$ cat config.mk
export PLATFORM = sky130hd
export DESIGN_NAME = vector_collect
export DESIGN_NICKNAME = d
export VERILOG_FILES = /design/src/rtl/vector_collect.sv
export SDC_FILE = /design/constraint.sdc
export NUM_CORES = 1
export LEC_CHECK = 0
export CORE_MARGIN = 2
export CORE_UTILIZATION = 25
export DETAILED_ROUTE_END_ITERATION = 6
export MAX_ROUTING_LAYER = met4
export PLACE_DENSITY = 0.47
export SYNTH_ARGS = -nofsm -noshare
export SYNTH_HDL_FRONTEND = slang
export SYNTH_SLANG_ARGS = --single-unit
$ cat constraint.sdc
create_clock -name clk -period 4.93 [get_ports clk]
set_input_delay 1.479 -clock clk [delete_from_list [all_inputs] [get_ports clk]]
set_output_delay 1.479 -clock clk [all_outputs]
set_load 0.01 [all_outputs]
$ cat src/rtl/vector_collect.sv
// Serial-to-parallel collector: packs BITS-wide elements into WIDTH-element vectors,
// padding short vectors (in_last) by duplicating the closing element.
module vector_collect #(
  parameter int unsigned BITS     = 16,
  parameter int unsigned WIDTH    = 3,
  parameter int unsigned CNT_BITS = $clog2(WIDTH + 1)
) (
  input  logic                clk,
  input  logic                rst,
  input  logic                in_valid,
  output logic                in_ready,
  input  logic [BITS-1:0]     a,
  input  logic                in_last,
  output logic                out_valid,
  input  logic                out_ready,
  output logic [BITS-1:0]     vector_c [WIDTH],
  output logic [CNT_BITS-1:0] out_count
);

  localparam int unsigned IdxBits = (WIDTH > 1) ? $clog2(WIDTH) : 1;

  typedef enum logic {StFill, StHold} state_e;

  state_e              state_q;
  logic [IdxBits-1:0]  idx_q;
  logic [BITS-1:0]     asm_q [WIDTH];
  logic [BITS-1:0]     asm_d [WIDTH];
  logic [CNT_BITS-1:0] asm_count_q;
  logic [CNT_BITS-1:0] done_count;
  logic                accept;
  logic                last_slot;
  logic                complete;
  logic                out_free;
  logic                release_hold;

  assign in_ready     = (state_q == StFill) && !rst;
  assign accept       = in_valid && in_ready;
  assign last_slot    = (idx_q == IdxBits'(WIDTH - 1));
  assign complete     = accept && (last_slot || in_last);
  assign out_free     = !out_valid || out_ready;
  assign release_hold = (state_q == StHold) && out_valid && out_ready;
  assign done_count   = CNT_BITS'(idx_q) + CNT_BITS'(1);

  // Assembly contents after this cycle's write; slots past idx get the closing
  // element when the vector ends early.
  always_comb begin
    asm_d = asm_q;
    for (int i = 0; i < WIDTH; i++) begin
      if (accept && ((IdxBits'(i) == idx_q) || (complete && (IdxBits'(i) > idx_q)))) begin
        asm_d[i] = a;
      end
    end
  end

  always_ff @(posedge clk) begin
    if (rst) begin
      state_q     <= StFill;
      idx_q       <= '0;
      out_valid   <= 1'b0;
      out_count   <= '0;
      asm_count_q <= '0;
      for (int i = 0; i < WIDTH; i++) begin
        vector_c[i] <= '0;
        asm_q[i]    <= '0;
      end
    end else begin
      if (accept) begin
        idx_q <= complete ? '0 : idx_q + 1'b1;
        asm_q <= asm_d;
      end
      if (complete && out_free) begin
        vector_c  <= asm_d;
        out_count <= done_count;
        out_valid <= 1'b1;
      end else if (complete) begin
        // Output still occupied: park the finished vector in the assembly register.
        asm_count_q <= done_count;
        state_q     <= StHold;
      end else if (release_hold) begin
        vector_c  <= asm_q;
        out_count <= asm_count_q;
        out_valid <= 1'b1;
        state_q   <= StFill;
      end else if (out_valid && out_ready) begin
        out_valid <= 1'b0;
      end
    end
  end

endmodule

# == Word level (Yosys, flattened, before mapping) ==
# Cells that the tools add are included.
# word_totals
reg_bits,104
in_bits,21
# op_classes
n_addsub,1
eq_ne,4
reduce_logical,28
bitwise,2
magnitude_cmp,3
n_mux,16
# ops
cell,count
two-way mux 48 bit,3
two-way mux 16 bit,3
logical AND 1 bit,13
two-way mux 2 bit,4
AND reduction 2 bit,4
two-way mux 1 bit,6
logical OR 1 bit,5
"greater-than comparator 1 x 2 -> 1 bit, first input constant",2
nonzero test 2 bit,2
nonzero test 3 bit,1
"adder 2 x 1 -> 2 bit, second input constant",1
"equality test 1 x 2 -> 1 bit, first input constant",1
"equality test 2 bit, first input constant",1
"equality test 2 bit, second input constant",1
"greater-than comparator 2 bit, first input constant",1
logical NOT 1 bit,2
logical NOT 2 bit,1
"inequality test 2 x 1 -> 1 bit, second input constant",1
NOT 1 bit,2

# == Longest topological paths before layout ==
# depth
ltp_word,9
mapped_depth,9
ltp_nobuf,6

# == Worst setup path before layout ==
# No wires, ideal clock.
# synth_timing
kind,input port to output port
from,input rst
to,output in_ready
slack_ps,1185
path_stages,4
required_time_ps,3451
t_arrival_ps,2266
path_cell_list,buf_6 > clkbuf_1 > buf_1 > nor2_1
# synth_via
elab_chain_len,2
# synth_lines
item,line,rtl
start: declaration,9,"input logic rst,"
logical NOT 1 bit,36,assign in_ready = (state_q == StFill) && !rst;
logical AND 1 bit,36,
end: declaration,11,"output logic in_ready,"
# Every way passes these cells.

# == Worst setup path in the final report ==
# Same ends and word-level chain as after synthesis.

==> impl_results.md <==
* First-iteration detailed-routing DRC count at roughly 290
* Leading cell types in the layout, fill and taps excluded: dfxtp_1, clkdlybuf4s50_1, nand2_1
* CTS tree: built
* Worst-path clk slew at roughly 0.07 ns
* Worst-Margin Slew at around 1.2 ns
* Critical path fanouts, max at 20
* Fin cells at 709
* Setup ws final at 1.05 ns
* Fmax at between 0.2 and 0.3 GHz
* Worst Setup Start Kind: primary input
* Layout Utilization at 33.4%
* Syn_area_per_cell at 9.50 µm²
* Power Density at 365 nW/µm²
* Peak supply drop at 0.169 mV
* Tot GR Track Use at between 10% and 20%
* Sequential fraction of the synthesis area at between 50 and 60%
* Cts repair resizes at 0
* First-pass GRT wire length at between 15,000 and 20,000 µm
* CP peak stage delay at 0.55 ns
* PortBufs at between 70 and 80
* Met3 routed WL at 499 µm
* CTS buffer count at 9
* H-tree lvl count at 3
* Initial antenna violation count at 0
* Ant. Diodes at 0
* Post-layout minimum cycle time at approximately 3.9 ns
* Arrival @ worst endpoint at 2.40 ns
* Share of layout cells above drive strength 1 at under 10%
* Worst setup path start: rst
* Worst path bufs/invs at 2
* # setup viols final at 0
* Highest-delay cell along the critical path: clkdlybuf4s50_1
* Setup tns final at 0 ns
* Leak at 0.00217 µW
* Pre-CTS WS at roughly 1.0 ns
* Num Clock Sinks at around 100
* Status: finished with violations
* Kind of critical path: in -> out
* Placed insts at between 600 and 700
* DP Wirelength at between 7000 and 8000 µm
* RSZ-0062 raised after global routing: no
* Worst slew margin at roughly 19%
* Required time worst endpoint at around 3.5 ns
* Final Max Slew Viols at 0
* Die extent in x at 131 µm
* Total gr overflow at 0
* Hold Path Origin: asm_q[38]
* Mapped Area at between 4000 and 5000 µm²
* Initial Util at 25.5%
* Routability congestion estimate at 0.779
* Layout area overhead at 30.8%
* Setup crit end kind: output pin
* Reg-to-Reg Start: idx_q[0]
* Period utilization at 78.7%
* Synth Register Bits at 104
* Row Count at 46
* Hold-fix buffers at CTS at 0
* Routed len/inst at around 16 µm
* Violated checks: DRC
* Largest net degree at the start of global routing at 48
* Core ar. at 15,800 µm²
* Critical path cell sequence: buf_2 -> nor2_1 -> clkdlybuf4s50_1
* Final Skew at between 0.003 and 0.004 ns
* Vias at 3,282
* Die height at 131 µm
* Clock latency on the worst-skew pair at around 0.34 ns
* Number of global-route vias before repair at 3,146
* DRC viols at 6
* Max-cap violation count at 0
* Full die area at 17,200 µm²
* Highest metal used: met4
* Post-synth cell types at 40
* CTS max path bufs at 2
* I/O pin cnt at 73
* Commonest non-fill, non-tap cell in the layout: dfxtp_1
* Total power at 1930 µW
* Fin. Hold Viols at 0
* Hold WC Path Type: reg -> reg
* Routed WL at about 11,000 µm
* Nets at around 510
* Number of iterations in the first detailed-routing pass at 7
* Top Family by Delay on Critical Path: buffers and inverters
* Metal2 WL at between 4000 and 5000 µm
* Synth Instances at about 430
* Via-per-instance ratio at about 4.6
* Clock Tree Root: clkbuf_16
* Post CTS Setup Buffer Count at 0
* Met1 Routed Length at between 5000 and 6000 µm
* Yosys warnings at 0
* Synthesized Nets at between 400 and 500
* Final antenna-violating net count at 0
synthesized netlist by cell type:
cell	n	area, µm²
nand2_1	50	188
a31oi_1	2	12.5
a222oi_1	14	140
mux2i_1	36	360
o2111a_1	1	11.3
buf_4	2	15.0
o21ai_0	13	65.1
o21a_1	1	7.51
and3_1	1	6.26
buf_6	2	22.5
o21ai_2	1	8.76
a211oi_1	3	22.5
inv_1	33	124
buf_2	8	40.0
and4_1	1	8.76
a22oi_1	34	255
nand2b_1	1	6.26
clkbuf_1	15	56.3
or3b_4	1	11.3
nor2b_1	2	12.5
nor3_1	2	10.0
buf_1	1	3.75
nor4bb_1	1	10.0
nand3_1	3	15.0
o21ai_1	20	100
o41ai_4	1	27.5
nor3_2	1	10.0
dfxtp_1	104	2080
ha_1	3	37.5
a311oi_4	1	26.3
nand4bb_1	1	11.3
o211ai_2	1	12.5
nand4b_1	1	8.76
nor3b_2	1	12.5
a21oi_1	18	90.1
or2_1	1	6.26
o31ai_1	2	15.0
nor4_4	1	21.3
o2bb2ai_1	2	17.5
nor2_1	39	146
worst paths after layout:
| check | to | slack, ns | cells past startpoint |
|---|---|---|---|
| max | in_ready | 1.05 | 3 |
| min | asm_q[38] | 0.46 | 2 |
| max reg2reg | asm_q[9] | 2.37 | 6 |
| min reg2reg | asm_q[38] | 0.46 | 2 |
metrics by stage:
step                      area, µm²  hold WS (ns)
after global routing           5280         0.481
after detailed placement       4950         0.448
after CTS                      5280         0.459
after floorplan                4040         0.434
final                          5280         0.457
after global placement         4950         0.441
logic make-up (layout without fill, tap and decap cells):
| family | after synthesis | in the layout | share of synthesized area, % |
|---|---|---|---|
| AOI/OAI and AO/OA | 114 | 114 | 20.1 |
| DFF | 104 | 104 | 51.6 |
| muxes | 36 | 36 | 8.92 |
| adders and majority gates | 3 | 3 | 0.930 |
| and+or+nand+nor | 107 | 107 | 12.0 |
| buffers and inverters | 61 | 129 | 6.48 |
power by group:
| part | internal (µW) | switching, µW | total, µW |
|---|---|---|---|
| clock network | 451 | 334 | 785 |
| registers | 886 | 27.0 | 913 |
| logic | 108 | 123 | 230 |
state kept, by name, summed over array words and instances, names as in the netlist:
name,count
vector_c,48
asm_count_q,2
out_valid,1
idx_q,2
out_count,2
asm_q,48
state_q,1
tightest hold or removal path: stages, from the launching register on:
cell     delay, ns
dfxtp_1       0.31
nand2_1       0.05
a21oi_1       0.05
per-layer routing:
layer / vias to the layer above / global-route usage [%]
met4: 0 / 5.82
met1: 1561 / 19.5
li1: 1621 / -
met2: 88 / 19.5
met5: - / -
met3: 12 / 2.15
layout make-up:
class                   count  area [µm²]
flip-flops and latches    104        2080
multi-input cells         260        1700
repair buffers             80         776
clock buffers               9         225
inverters                  33         124
clock inverters             7         103
fillers                  1627       10500
well taps                 216         270
No activity file was read; power rests on OpenSTA's default activity.
